--- src/rtl/peripheral_apb4_ahb4_pkg.sv ---
// ============================================================================
//  Module      : peripheral_apb4_ahb4_pkg
//  Description : Shared types and AHB encodings for the APB4 -> AHB-Lite
//                master bridge.
//  Revision    : 1.0 - initial release
// ============================================================================
`default_nettype none

package peripheral_apb4_ahb4_pkg;

    typedef enum logic [2:0] {
        ST_IDLE  = 3'd0,
        ST_ADDR  = 3'd1,
        ST_DATA  = 3'd2,
        ST_ERR2  = 3'd3,
        ST_DONE  = 3'd4,
        ST_DRAIN = 3'd5
    } state_t;

    localparam logic [1:0] HTRANS_IDLE   = 2'b00;
    localparam logic [1:0] HTRANS_NONSEQ = 2'b10;
    localparam logic [2:0] HBURST_SINGLE = 3'b000;
    localparam logic [2:0] HSIZE_B8      = 3'd0;
    localparam logic [2:0] HSIZE_B16     = 3'd1;
    localparam logic [2:0] HSIZE_B32     = 3'd2;
    localparam logic [2:0] HSIZE_B64     = 3'd3;

    // Map log2(transfer bytes) onto the HSIZE encoding.
    function automatic logic [2:0] size_code(input int log2_bytes);
        case (log2_bytes)
            0:       return HSIZE_B8;
            1:       return HSIZE_B16;
            2:       return HSIZE_B32;
            default: return HSIZE_B64;
        endcase
    endfunction

endpackage

`default_nettype wire

--- src/rtl/peripheral_apb4_ahb4_strb_decode.sv ---
// ============================================================================
//  Module      : peripheral_apb4_ahb4_strb_decode
//  Description : Combinational PSTRB decode. A strobe pattern is legal when it
//                is a single contiguous, naturally aligned power-of-two run of
//                bytes; the run gives the AHB HSIZE and byte offset.
//  Revision    : 1.0 - initial release
// ============================================================================
`default_nettype none

module peripheral_apb4_ahb4_strb_decode
    import peripheral_apb4_ahb4_pkg::*;
#(
    parameter int NBYTES = 4
) (
    input  logic [NBYTES-1:0]         i_strb,
    output logic                      o_legal,
    output logic [2:0]                o_hsize,
    output logic [$clog2(NBYTES)-1:0] o_offset
);

    localparam int c_OW = $clog2(NBYTES);

    logic [NBYTES-1:0] w_mask;

    // Compare the strobes against every aligned run of every legal size.
    always_comb begin
        o_legal  = 1'b0;
        o_hsize  = '0;
        o_offset = '0;
        w_mask   = '0;
        for (int s = 0; s <= c_OW; s++) begin
            for (int o = 0; o < NBYTES; o++) begin
                if ((o % (1 << s)) == 0) begin
                    for (int b = 0; b < NBYTES; b++) begin
                        w_mask[b] = (b >= o) && (b < o + (1 << s));
                    end
                    if (i_strb == w_mask) begin
                        o_legal  = 1'b1;
                        o_hsize  = size_code(s);
                        o_offset = o[c_OW-1:0];
                    end
                end
            end
        end
    end

endmodule

`default_nettype wire

--- src/rtl/peripheral_apb4_ahb4_master.sv ---
// ============================================================================
//  Module      : peripheral_apb4_ahb4_master
//  Description : APB4 slave to AHB-Lite master bridge. Each APB access is
//                issued as one AHB SINGLE/NONSEQ transfer.
//                Optional macro PERIPHERAL_APB4_AHB4_TIMEOUT_EN adds an
//                HREADY-low timeout with a DRAIN recovery state.
//  Revision    : 1.0 - initial release
// ============================================================================
`default_nettype none

module peripheral_apb4_ahb4_master
    import peripheral_apb4_ahb4_pkg::*;
#(
    parameter int                    PADDR_SIZE = 8,
    parameter int                    PDATA_SIZE = 32,
    parameter int                    HADDR_SIZE = 32,
    parameter logic [HADDR_SIZE-1:0] AHB_BASE   = '0,
    parameter int                    TIMEOUT    = 255
) (
    input  logic                    HCLK,
    input  logic                    HRESET,
    input  logic                    PSEL,
    input  logic                    PENABLE,
    input  logic [2:0]              PPROT,
    input  logic                    PWRITE,
    input  logic [PDATA_SIZE/8-1:0] PSTRB,
    input  logic [PADDR_SIZE-1:0]   PADDR,
    input  logic [PDATA_SIZE-1:0]   PWDATA,
    output logic [PDATA_SIZE-1:0]   PRDATA,
    output logic                    PREADY,
    output logic                    PSLVERR,
    output logic [HADDR_SIZE-1:0]   HADDR,
    output logic                    HWRITE,
    output logic [2:0]              HSIZE,
    output logic [2:0]              HBURST,
    output logic [3:0]              HPROT,
    output logic [1:0]              HTRANS,
    output logic                    HMASTLOCK,
    output logic [PDATA_SIZE-1:0]   HWDATA,
    input  logic [PDATA_SIZE-1:0]   HRDATA,
    input  logic                    HREADY,
    input  logic                    HRESP
);

    localparam int         c_NBYTES     = PDATA_SIZE / 8;
    localparam int         c_OW         = $clog2(c_NBYTES);
    localparam logic [2:0] c_HSIZE_WORD = size_code(c_OW);

    state_t                  r_state, w_state_nxt;
    logic [PADDR_SIZE-1:0]   r_addr;
    logic [PDATA_SIZE-1:0]   r_wdata, r_rdata;
    logic                    r_write, r_err, r_lost;
    logic [2:0]              r_hsize;
    logic [3:0]              r_hprot;

    logic                    w_dec_legal;
    logic [2:0]              w_dec_hsize;
    logic [c_OW-1:0]         w_dec_offset;
    logic                    w_load, w_finish, w_fin_err, w_fin_rd;
    logic                    w_lost, w_timeout;

    // PPROT[1] has no AHB counterpart; PADDR low bits come from the strobe run.
    logic w_unused_ok;
    assign w_unused_ok = ^{PPROT[1], PADDR[c_OW-1:0]};

    peripheral_apb4_ahb4_strb_decode #(
        .NBYTES (c_NBYTES)
    ) u_strb_decode (
        .i_strb   (PSTRB),
        .o_legal  (w_dec_legal),
        .o_hsize  (w_dec_hsize),
        .o_offset (w_dec_offset)
    );

    // A dropped PSEL during the AHB transfer means its result is discarded.
    assign w_lost = (r_state != ST_IDLE) && (r_lost || !PSEL);

`ifdef PERIPHERAL_APB4_AHB4_TIMEOUT_EN
    localparam int c_CW = $clog2(TIMEOUT + 1);
    logic [c_CW-1:0] r_cnt;
    logic            r_to;

    assign w_timeout = ((r_state == ST_ADDR) || (r_state == ST_DATA)) && !HREADY
                       && (r_cnt == c_CW'(TIMEOUT - 1));

    // HREADY-low cycle counter for the address and data phases.
    always_ff @(posedge HCLK or posedge HRESET) begin
        if (HRESET) begin
            r_cnt <= '0;
            r_to  <= 1'b0;
        end else begin
            if (((r_state == ST_ADDR) || (r_state == ST_DATA)) && !HREADY) begin
                r_cnt <= r_cnt + 1'b1;
            end else begin
                r_cnt <= '0;
            end
            if (w_finish) begin
                r_to <= w_timeout;
            end
        end
    end
`else
    assign w_timeout = 1'b0;
`endif

    // State register.
    always_ff @(posedge HCLK or posedge HRESET) begin
        if (HRESET) begin
            r_state <= ST_IDLE;
        end else begin
            r_state <= w_state_nxt;
        end
    end

    // Next-state decode and completion control.
    always_comb begin
        w_state_nxt = r_state;
        w_load      = 1'b0;
        w_finish    = 1'b0;
        w_fin_err   = 1'b0;
        w_fin_rd    = 1'b0;
        case (r_state)
            ST_IDLE: begin
                if (PSEL && !PENABLE) begin
                    w_load = 1'b1;
                    if (!PWRITE || w_dec_legal) begin
                        w_state_nxt = ST_ADDR;
                    end else begin
                        w_finish  = 1'b1;
                        w_fin_err = 1'b1;
                    end
                end
            end
            ST_ADDR: begin
                if (HREADY) begin
                    w_state_nxt = ST_DATA;
                end
            end
            ST_DATA: begin
                if (HRESP) begin
                    if (HREADY) begin
                        w_finish  = 1'b1;
                        w_fin_err = 1'b1;
                    end else begin
                        w_state_nxt = ST_ERR2;
                    end
                end else if (HREADY) begin
                    w_finish = 1'b1;
                    w_fin_rd = !r_write;
                end
            end
            ST_ERR2: begin
                if (HREADY) begin
                    w_finish  = 1'b1;
                    w_fin_err = 1'b1;
                end
            end
`ifdef PERIPHERAL_APB4_AHB4_TIMEOUT_EN
            ST_DONE:  w_state_nxt = r_to ? ST_DRAIN : ST_IDLE;
            ST_DRAIN: begin
                if (HREADY) begin
                    w_state_nxt = ST_IDLE;
                end
            end
`else
            ST_DONE:  w_state_nxt = ST_IDLE;
`endif
            default:  w_state_nxt = ST_IDLE;
        endcase
        if (w_timeout) begin
            w_finish  = 1'b1;
            w_fin_err = 1'b1;
            w_fin_rd  = 1'b0;
        end
        if (w_finish) begin
            if (!w_lost) begin
                w_state_nxt = ST_DONE;
            end else if (w_timeout) begin
                w_state_nxt = ST_DRAIN;
            end else begin
                w_state_nxt = ST_IDLE;
            end
        end
    end

    // Transfer attributes captured at setup; result captured on completion.
    always_ff @(posedge HCLK or posedge HRESET) begin
        if (HRESET) begin
            r_addr  <= '0;
            r_wdata <= '0;
            r_write <= 1'b0;
            r_hsize <= '0;
            r_hprot <= '0;
            r_lost  <= 1'b0;
            r_err   <= 1'b0;
            r_rdata <= '0;
        end else begin
            if (w_load) begin
                r_addr  <= {PADDR[PADDR_SIZE-1:c_OW], (PWRITE ? w_dec_offset : {c_OW{1'b0}})};
                r_wdata <= PWDATA;
                r_write <= PWRITE;
                r_hsize <= PWRITE ? w_dec_hsize : c_HSIZE_WORD;
                r_hprot <= {2'b00, PPROT[0], ~PPROT[2]};
            end
            if (w_load) begin
                r_lost <= 1'b0;
            end else if (((r_state == ST_ADDR) || (r_state == ST_DATA) ||
                          (r_state == ST_ERR2)) && !PSEL) begin
                r_lost <= 1'b1;
            end
            if (w_finish && !w_lost) begin
                r_err   <= w_fin_err;
                r_rdata <= w_fin_rd ? HRDATA : '0;
            end
        end
    end

    assign PREADY    = (r_state == ST_DONE);
    assign PSLVERR   = (r_state == ST_DONE) && r_err;
    assign PRDATA    = r_rdata;
    assign HTRANS    = (r_state == ST_ADDR) ? HTRANS_NONSEQ : HTRANS_IDLE;
    assign HADDR     = (r_state == ST_ADDR) ? {AHB_BASE[HADDR_SIZE-1:PADDR_SIZE], r_addr} : '0;
    assign HWRITE    = (r_state == ST_ADDR) && r_write;
    assign HSIZE     = (r_state == ST_ADDR) ? r_hsize : 3'b000;
    assign HPROT     = (r_state == ST_ADDR) ? r_hprot : 4'b0000;
    assign HBURST    = HBURST_SINGLE;
    assign HMASTLOCK = 1'b0;
    assign HWDATA    = ((r_state == ST_DATA) && r_write) ? r_wdata : '0;

endmodule

`default_nettype wire
--- config.mk ---
export PLATFORM = sky130hd
export DESIGN_NAME = peripheral_apb4_ahb4_master
export DESIGN_NICKNAME = d
export VERILOG_FILES = /design/src/rtl/peripheral_apb4_ahb4_pkg.sv /design/src/rtl/peripheral_apb4_ahb4_strb_decode.sv /design/src/rtl/peripheral_apb4_ahb4_master.sv
export SDC_FILE = /design/constraint.sdc
export NUM_CORES = 1
export LEC_CHECK = 0
export ABC_CLOCK_PERIOD_IN_PS = 3500
export CORE_MARGIN = 2
export CORE_UTILIZATION = 41
export CTS_CLUSTER_DIAMETER = 100
export DETAILED_ROUTE_END_ITERATION = 8
export HOLD_SLACK_MARGIN = 0.15
export PLACE_DENSITY = 0.89
export SLEW_MARGIN = 20
export SYNTH_ARGS = -nofsm -noshare
export SYNTH_HDL_FRONTEND = slang
export SYNTH_HIERARCHICAL = 1
export SYNTH_SLANG_ARGS = --single-unit
--- constraint.sdc ---
create_clock -name HCLK -period 3.5 [get_ports HCLK]
set_clock_uncertainty 0.05 [all_clocks]
set_input_delay 0.7 -clock HCLK [delete_from_list [all_inputs] [get_ports HCLK]]
set_output_delay 0.7 -clock HCLK [all_outputs]
set_load 0.005 [all_outputs]
==> After elaboration in Yosys (flattened, before gate mapping) <==
Cells that the tools add are included.
{ "totals": {"reg_bits": 83, "latchBits": 0, "ram_bits": 0, "romBits": 0, "input_bits": 86, "elab_cells": 93, "memories": 0} }
{ "op_classes": {"add_sub_neg": 0, "multipliers": 0, "div": 0, "order_cmp": 0, "n_eq_ne": 17, "n_shift": 0, "mux": 45, "bitwise": 1, "n_reduce_logical": 21} }
{ "op_table": {"columns": ["op", "n"], "rows": [
  ["2-to-1 mux 32 bit", 2],
  ["2-to-1 mux 3 bit", 9],
  ["2-to-1 mux 1 bit", 21],
  ["2-to-1 mux 2 bit", 9],
  ["inequality test 3 bit, second input constant", 5],
  ["equality test 4 bit, second input constant", 3],
  ["one-hot mux 3 bit (4 select lines)", 1],
  ["equality test 4 x 2 -> 1 bit, second input constant", 2],
  ["2-to-1 mux 8 bit", 1],
  ["logical AND 1 bit", 7],
  ["equality test 3 x 2 -> 1 bit, second input constant", 2],
  ["AND reduction 6 bit", 1],
  ["logical NOT 1 bit", 5],
  ["equality test 4 x 1 -> 1 bit, second input constant", 1],
  ["equality test 4 x 3 -> 1 bit, second input constant", 1],
  ["logical OR 1 bit", 4],
  ["equality test 3 x 1 -> 1 bit, second input constant", 1],
  ["equality test 3 bit, second input constant", 1],
  ["logical NOT 3 bit", 1],
  ["one-hot mux 1 bit (3 select lines)", 1],
  ["nonzero test 3 bit", 1],
  ["inequality test 2 bit, second input constant", 1],
  ["one-hot mux 1 bit (2 select lines)", 1],
  ["nonzero test 2 bit", 1],
  ["2 further kinds", 2]
]} }

==> Longest topological paths before layout <==
Gate-level depths: netlist of the first run.
{ "logic_depth": {"depth_word": 14, "ltp_mapped": 8} }

==> By module <==
Netlist of the first run, hierarchy kept.
{ "by_module_without_submodules": {"columns": ["module", "instances", "cells_each", "area_per_inst_um2", "seq_area_each_um2"], "rows": [
  ["peripheral_apb4_ahb4_master", 1, 362, 3967.6, 2077.0],
  ["peripheral_apb4_ahb4_strb_decode", 1, 13, 80.1, 0.0]
]} }

==> Worst setup path before layout of the first run <==
No wires, ideal clock.
{ "synth_path": {"kind": "reg-to-output", "from": "register r_state[1]", "to": "output port HADDR[1]", "t_arrival_ns": 1.243, "path_slack_ns": 1.507, "path_stages_with_launch": 5, "n_path_buf": 2, "cell_sequence": "dfrtp_1 > buf_2 > nor3b_1 > clkbuf_1 > and2_1"} }
{ "synth_between": {"elab_chain_len": 2} }
{ "synth_rtl": {"columns": ["item", "line_no", "text"], "rows": [
  ["start, declared", "peripheral_apb4_ahb4_master.sv:49", "state_t r_state, w_state_nxt;"],
  ["start signal, assigned", "peripheral_apb4_ahb4_master.sv:111", "r_state <= w_state_nxt;"],
  ["equality test 3 x 1 -> 1 bit", "peripheral_apb4_ahb4_master.sv:222", "assign HADDR = (r_state == ST_ADDR) ? {AHB_BASE[HADDR_SIZE-1:PADDR_SIZE], r_addr} : '0;"],
  ["2-to-1 mux 8 bit", "peripheral_apb4_ahb4_master.sv:222", null],
  ["end, declared", "peripheral_apb4_ahb4_master.sv:32", "output logic [HADDR_SIZE-1:0] HADDR,"]
]} }
No other way between the ends.

==> Worst setup path in the final report of the first run <==
{ "layout_path": {"from": "register r_state[2]", "to": "output port HWDATA[27]"} }
{ "layout_between": {"elab_chain_len": 3} }
{ "layout_rtl": {"columns": ["item", "line_no", "text"], "rows": [
  ["equality test 3 x 2 -> 1 bit", "peripheral_apb4_ahb4_master.sv:228", "assign HWDATA = ((r_state == ST_DATA) && r_write) ? r_wdata : '0;"],
  ["logical AND 1 bit", "peripheral_apb4_ahb4_master.sv:228", null],
  ["2-to-1 mux 32 bit", "peripheral_apb4_ahb4_master.sv:228", null],
  ["end, declared", "peripheral_apb4_ahb4_master.sv:39", "output logic [PDATA_SIZE-1:0] HWDATA,"]
]} }
No other way between the ends.

==> results of run 1 <==
sequential cells by signal, summed over array words and instances (netlist names):
signal   cells
PRDATA      32
r_addr       8
r_err        1
r_hprot      2
r_hsize      3
r_lost       1
r_state      3
r_wdata     32
r_write      1
worst paths after layout:
path | slack, ns | cells after the start | from | end
worst max-delay path | 0.55 | 5 | r_state[2]$_DFFE_PP0P_ | HWDATA[27]
worst min-delay path | 0.42 | 2 | r_hsize[2]$_DFFE_PP0P_ | r_hsize[2]$_DFFE_PP0P_
worst max register to register | 1.68 | 4 | r_state[1]$_DFFE_PP0P_ | r_wdata[12]$_DFFE_PP0P_
worst min register to register | 0.42 | 2 | r_hsize[2]$_DFFE_PP0P_ | r_hsize[2]$_DFFE_PP0P_
max in group asynchronous | 2.02 | 3 | HRESET | r_wdata[12]$_DFFE_PP0P_
min in group asynchronous | 0.70 | 2 | HRESET | PRDATA[26]$_DFFE_PP0P_
per-stage QoR:
step	setup WS, ns	hold slack (ns)	cell area (sq um)
CTS	0.512	0.432	5880
global placement	0.931	0.404	5700
floorplan	0.613	0.392	4160
global route	0.415	0.444	5880
detailed placement	0.882	0.413	5700
finish	0.550	0.425	5880
final cells by class:
cell class / count / share of cell area, %
clock buffer: 13 / 2.70
clock inverter: 3 / 0.383
inverter: 34 / 2.19
multi-input combinational: 239 / 27.7
sequential: 83 / 35.3
tap: 133 / 2.83
timing repair buffer: 169 / 28.9
cell usage in the layout, fill, tap and decap left out:
master	n
sky130_fd_sc_hd__o21a_2	1
sky130_fd_sc_hd__xnor2_1	1
sky130_fd_sc_hd__o22ai_1	1
sky130_fd_sc_hd__a31oi_1	1
sky130_fd_sc_hd__mux2_2	40
sky130_fd_sc_hd__nor3b_1	1
sky130_fd_sc_hd__nand3_1	1
sky130_fd_sc_hd__and2_1	47
sky130_fd_sc_hd__clkdlybuf4s50_1	163
sky130_fd_sc_hd__nor2_1	7
sky130_fd_sc_hd__clkbuf_1	2
sky130_fd_sc_hd__nand3b_1	2
sky130_fd_sc_hd__dfrtp_1	83
sky130_fd_sc_hd__clkinv_2	1
sky130_fd_sc_hd__and3_1	2
sky130_fd_sc_hd__nand2b_1	3
sky130_fd_sc_hd__conb_1	32
sky130_fd_sc_hd__clkbuf_8	11
sky130_fd_sc_hd__buf_12	2
sky130_fd_sc_hd__nor2b_1	2
sky130_fd_sc_hd__nor3_2	1
sky130_fd_sc_hd__o21ai_0	8
sky130_fd_sc_hd__nor3_1	2
sky130_fd_sc_hd__buf_4	4
sky130_fd_sc_hd__nor4b_4	1
sky130_fd_sc_hd__nor3b_2	1
sky130_fd_sc_hd__nand2_1	45
sky130_fd_sc_hd__inv_1	33
sky130_fd_sc_hd__o31ai_1	1
sky130_fd_sc_hd__clkinvlp_4	3
sky130_fd_sc_hd__nand2_2	1
sky130_fd_sc_hd__and4_1	1
sky130_fd_sc_hd__or3_1	1
sky130_fd_sc_hd__mux2i_1	32
sky130_fd_sc_hd__a21oi_1	4
power by group:
group / switching, mW / internal (mW) / total, mW
logic: 0.384 / 0.700 / 1.08
registers: 0.185 / 1.32 / 1.51
clock network: 0.329 / 0.298 / 0.627
total: 0.899 / 2.32 / 3.22
cell families after synthesis:
family / Yosys count / share of synthesized area, %
and+or+nand+nor: 118 / 15.5
AOI/OAI and AO/OA: 16 / 2.16
muxes: 72 / 19.0
buffers and inverters: 83 / 11.5
other: 2 / 0.186
xor gates and xnor gates: 1 / 0.216
DFF: 83 / 51.3
layer usage:
layer	up-vias	GRT usage, %
li1	1451	-
met1	1450	19.0
met2	130	29.8
met3	11	5.04
met4	0	6.68
met5	-	0
tightest hold or removal path, stage by stage, from the launching register on:
cell,delay (ns)
sky130_fd_sc_hd__dfrtp_1,0.34
sky130_fd_sc_hd__nand2_1,0.04
sky130_fd_sc_hd__o21ai_0,0.05
==> results.txt, run 1 <==
- Final Util: 60.7%
- In this run the static leakage power is 2.64 nW.
- Largest net degree at the start of global routing: 54
- During I/O placement, the number of pins put on the boundary was 198.
- DR pass1 iterations: 4
- Total power draw: 3.22 mW
- The critical path goes through nor2_1, and3_1, buf_4, and2_1, clkdlybuf4s50_1.
* Starting density of the core: 41.8%
- Clock tree from TritonCTS: yes
- The detailed router put a total of 3610 microns of wire on met1.
- Cell total after placement: 658
* Number of buffers created by CTS: 9
- Flip-flop cell with the highest count after synthesis: sky130_fd_sc_hd__dfrtp_1
- After detailed routing, the met3 layer carries 778 microns of wire.
- Highest metal layer with signal wires: met4
* Largest area contributor in the synthesized netlist: sky130_fd_sc_hd__dfrtp_1
- Core area: 0.00968 sq mm
- Among all stages on the critical path, the largest delay is contributed by sky130_fd_sc_hd__clkdlybuf4s50_1.
- At the pin with the least slew margin, the transition time is 0.674 ns.
* HPWL reported at the end of detailed placement: 6760 microns
* Post-synth cell types: 33
- IR analysis of the VDD net gives a maximum drop of 0.236 mV.
- The clock passes through at most 2 buffers.
- In this run the worst hold path is classified as register to register.
- The most common cell in the synthesized netlist is sky130_fd_sc_hd__dfrtp_1.
- Run status: complete, no violations
* Critical Path Sink Type: output port
- Crit share post-route: 84.3%
* Width of the die: 103 microns
* Post-CTS setup buffers: 0
- At the worst endpoint, the required time is 2.75 ns.
* Finish-stage setup viols: 0
- For this run, the total global-route usage over all layers was measured as 16.8%.
- Area growth from synthesis to layout: 45.3%
- The cell count after synthesis came out at 375.
- Cell family with most CP delay: buffers and inverters
- After floorplanning, the core was divided into 36 placement rows.
* Number of cells in the finished layout apart from fillers: 674
- Area used by sequential logic in the layout: 0.00208 sq mm
- The number of global-route vias before repair is 3,083.
- At the worst endpoint, the arrival time is 2.20 ns.
- Measured along the y axis, the die boundary spans 103 microns.
- Final Net Count: 622
* Pwr dens: 547 mW/mm^2
- Via count of the routed design: 3,042
- Violation count after the first detailed-route iteration: 69
* Max-cap violations: 0
* Maximum frequency from static timing analysis: 339 MHz
- Global-route wire length before repair: 14,100 microns
* Hold violation total from the final report: 0
- Number of warnings printed during yosys synthesis: 6
- After global routing the overflow that remains totals 0.
- In the final routed layout, each cell accounts on average for 13.3 microns.
* Crit Path Max Fanout: 32
- Final count of pins violating max slew: 0
* Slowest stage delay, CP: 0.52 ns
- The worst setup path is of the register to output port kind.
- Clock Root Buffer: sky130_fd_sc_hd__clkbuf_8
- The synthesized design contains 83 register bits.
- Initial antenna violation count: 0
- ANT cells: 0
* Clk_lat worst skew: 0.34 ns
- The layout has 802 filler cells.
- Port buffering added 163 buffers.
* Minimum clock period after layout: 2.95 ns
* Met2 wire length: 4430 microns
- Summed over all failing endpoints, the final setup total negative slack is 0 ns.
- At the end of routability-driven placement, the weighted congestion stood at 0.739.
- Proportion of netlist area held by the largest area contributor: 51.3%
* Post-Synthesis Cell Area: 0.00405 sq mm
- Count of flip-flops with a built-in enable after synthesis: 0
- After clock tree synthesis, the clock-pin slew on the worst setup and hold paths is 0.08 ns.
- The worst setup path is launched from a register.
- Buffers inserted to repair hold after CTS numbered 0.
- Top cells by count, synth: 83 x sky130_fd_sc_hd__dfrtp_1, 47 x sky130_fd_sc_hd__and2_1, 45 x sky130_fd_sc_hd__nand2_1, 40 x sky130_fd_sc_hd__mux2_2, 34 x sky130_fd_sc_hd__inv_1
- Setup repair after global routing missed its margin: false
- In this run the number of H-tree levels came out at 3.
- Post-DR vias/cell: 4.51
- Dividing the synthesized area by the synthesized cell count gives 10.8 sq um.
* Asr flop ratio synth: 100%
- After detailed routing, the total wire length is 8960 microns.
- Worst max-slew margin expressed relative to the limit: 55.0%
* Synth top area cells: sky130_fd_sc_hd__dfrtp_1 51%, sky130_fd_sc_hd__mux2_2 11%, sky130_fd_sc_hd__mux2i_1 7.9%
- The critical path contains buffers and inverters numbering 2 combined.
- Share of the yosys chip area belonging to registers: 51.3%
* Die Footprint: 0.0107 sq mm
- Count of nets left with antenna violations after detail routing: 0
* DRC viols: 0
- Area occupied by multi-input gates: 0.00163 sq mm
- Post-CTS sizing: 0
- CTS sink count: 83
- In the final layout, the share of cells above drive strength 1 is 12.2%.
No activity file was read; power rests on OpenSTA's default activity.
==> run 2, diff against run 1 <==
- ABC_CLOCK_PERIOD_IN_PS: 3500 -> 2700
- CORE_UTILIZATION: 41 -> 37
- PLACE_DENSITY: 0.89 -> 0.85
- clock period: 3.5 -> 2.7 ns (I/O delays scaled with it)
==> run 2 against run 1 <==
Against the previous run: via count increased by 0.99%; die area up 10%; final area increased by 0.98%; sequential power up 30%; critical path type unchanged.
==> results.txt, run 2 (synthesized netlist as in run 1, its figures left out) <==
* DR pass1 iterations: 4
- Global routing consumed, over all layers together, 15.8% of the routing resources.
* Crit-path cells: nor2_2, and3_1, buf_12, and2_1, clkdlybuf4s50_1
- Reg clk slew, reported paths: 0.09 ns
* Cell total after placement: 668
- In the final layout, the share of cells above drive strength 1 is 13.6%.
- The path class of the tightest hold or removal check is register to register.
- Prior to clock tree synthesis, the placed netlist has a worst setup slack of 0.109 ns.
- Setup CP Type: register to output port
- The worst setup path is launched from a register.
- The count of nets left with antenna violations once routing finished came out at 0.
- Largest net degree at the start of global routing: 54
- STA classifies the critical path endpoint as an output port.
- Clock tree from TritonCTS: yes
- In this run, CTS created clock tree buffers numbering 9.
- Tracing the worst setup path back leads to its startpoint at r_state[0]$_DFFE_PP0P_.
- Hold violation total from the final report: 0
* Die Footprint: 0.0118 sq mm
- Count of buffers from port buffering: 163
* Aggregate global routing overflow: 0
- For this run, the top clock speed supported by timing is 384 MHz.
- Crit share post-route: 96.3%
- After routing the design area is 0.00594 sq mm.
- WL final: 9240 microns
* Cell family with most CP delay: buffers and inverters
- The largest individual stage delay along the critical path comes from the cell sky130_fd_sc_hd__clkdlybuf4s50_1.
- Data arrives at the worst endpoint at 2.01 ns.
- Clock latency on the worst-skew pair, taken at its later pin, is 0.34 ns.
* Worst voltage drop across the vdd grid: 0.276 mV
- Across the run, the number of max-cap violations was 0.
* Top Ports: 198
* Minimum clock period after layout: 2.60 ns
- The analysis attributes to cell leakage a power of 2.66 nW.
- Setup repair after global routing left no endpoint under its margin.
* Global-route wire length before repair: 14,700 microns
- The wire-length estimate of the detail-placed layout is 6930 microns.
- Area occupied by multi-input gates: 0.00163 sq mm
* Placed standard-cell area: 0.00575 sq mm
* Final count of pins violating max slew: 0
- Clock Root Buffer: sky130_fd_sc_hd__clkbuf_8
- The longest clock path from root to sink contains 2 buffers.
- Launch point of the worst reg-to-reg path: r_state[1]$_DFFE_PP0P_
- Via count of the routed design: 3,072
* Min-Delay Startpoint: r_hsize[1]$_DFFE_PP0P_
- Power spread over the standard cell area amounts to 708 mW/mm^2.
- For this configuration, the core starts out at a cell density of 37.7%.
* Finish-stage setup viols: 0
- CTS H-tree depth: 3
- The region available for standard cell placement spans 0.0107 sq mm.
* Hold bufs inserted after CTS: 0
- CTS saw 83 sinks.
- The floorplan step set the die height to 109 microns.
- In this run, the number of DRC markers left after iteration 0 of detailed routing was 144.
- After detailed routing, the average wire length per cell comes to 13.5 microns.
- At the worst endpoint, the required time is 2.11 ns.
- After detailed routing, the number of remaining DRC violations is 0.
- At the end of routability-driven placement, the weighted congestion stood at 0.778.
* Total of fill cells in the finished design: 945
- Once routing completed, OpenROAD measured the worst setup slack at 0.0990 ns.
- Buffers & Inverters on Critical Path: 2
- Relative to the synthesized area, the layout overhead comes to 46.7%.
- In this design, the stage delay of the slowest critical-path cell is 0.51 ns.
* Final Net Count: 626
- The repair_antennas step left the layout with diodes totalling 0.
* Crit Path Max Fanout: 32
- Row generation in the floorplan step produced 38 rows.
- After detailed routing, the number of vias per cell comes to 4.48.
* Most frequent standard cell in the layout excluding fill and tap cells: sky130_fd_sc_hd__clkdlybuf4s50_1
* Run status: complete, no violations
- Initial antenna violation count: 0
- Leaving out fill and tap cells, the most frequent cells in the layout are 163 x sky130_fd_sc_hd__clkdlybuf4s50_1, 81 x sky130_fd_sc_hd__dfrtp_1, 47 x sky130_fd_sc_hd__and2_1, 45 x sky130_fd_sc_hd__nand2_1, 40 x sky130_fd_sc_hd__mux2_2.
- Area used by sequential logic in the layout: 0.00208 sq mm
- Width of the die: 109 microns
- Number of cells in the finished layout apart from fillers: 685
- Final setup TNS: 0 ns
* Via count of the first global-routing pass: 3,031
[run 2: cell count changes in the layout (fill, tap and decap cells not counted), sizes merged]
| cell | change |
|---|---|
| buf | +4 |
| clkinv | +3 |
| clkbuf | -2 |
| clkinvlp | -1 |
[run 2: where the power goes]
part           switching [mW]  total, mW  internal [mW]
registers               0.246       1.96           1.71
logic                   0.508       1.44          0.929
clock network           0.447      0.810          0.363
total                    1.20       4.20           3.00
[run 2: worst paths after layout]
path	cells past startpoint	slack, ns	endpoint
setup / recovery	5	0.1	HWDATA[21]
hold / removal	2	0.44	r_hsize[1]$_DFFE_PP0P_
setup reg to reg	5	0.93	PRDATA[13]$_DFFE_PP0P_
hold reg to reg	2	0.44	r_hsize[1]$_DFFE_PP0P_
max in group asynchronous	3	1.49	r_state[2]$_DFFE_PP0P_
min in group asynchronous	2	0.50	PRDATA[10]$_DFFE_PP0P_
[run 2: routing by layer]
layer	track usage (%)	part of all wire [%]	up-vias	wire length, microns
met4	4.95	1.4	0	132
met3	3.80	7.6	13	704
met2	26.8	49	143	4530
met1	20.0	42	1455	3880
li1	-	-	1461	-
met5	0	0	-	0
[run 2: worst register-to-register path, cell delays in order (launching register included)]
cell                      delay [ns]
sky130_fd_sc_hd__dfrtp_1        0.51
sky130_fd_sc_hd__nand2_1        0.16
sky130_fd_sc_hd__or3_1          0.37
sky130_fd_sc_hd__o21a_2         0.14
sky130_fd_sc_hd__buf_4          0.25
sky130_fd_sc_hd__mux2i_1        0.17
[run 2: area by class of cell]
cell class / count / area share [%]
clock buffer: 11 / 2.38
clock inverter: 5 / 0.653
inverter: 34 / 2.21
multi-input combinational: 239 / 27.4
sequential: 83 / 35.0
tap: 140 / 2.95
timing repair buffer: 173 / 29.4
[run 2: per-stage QoR]
stage / util (%) / power, mW / hold slack (ns)
3_5_place_dp: 53.5 / 3.43 / 0.421
6_report: 55.3 / 4.20 / 0.439
5_1_grt: 55.3 / 4.51 / 0.468
4_1_cts: 55.3 / 4.26 / 0.442
3_3_place_gp: 53.5 / 3.35 / 0.406
2_1_floorplan: - / 2.67 / 0.392
[run 2: what timing repair did]
action                                  in CTS  in global routing
endpoints found under the setup margin      27                  3
setup buffers                                1                  0
pin swaps                                    1                  0
gates resized for setup                      1                  2
cloned                                       0                  0
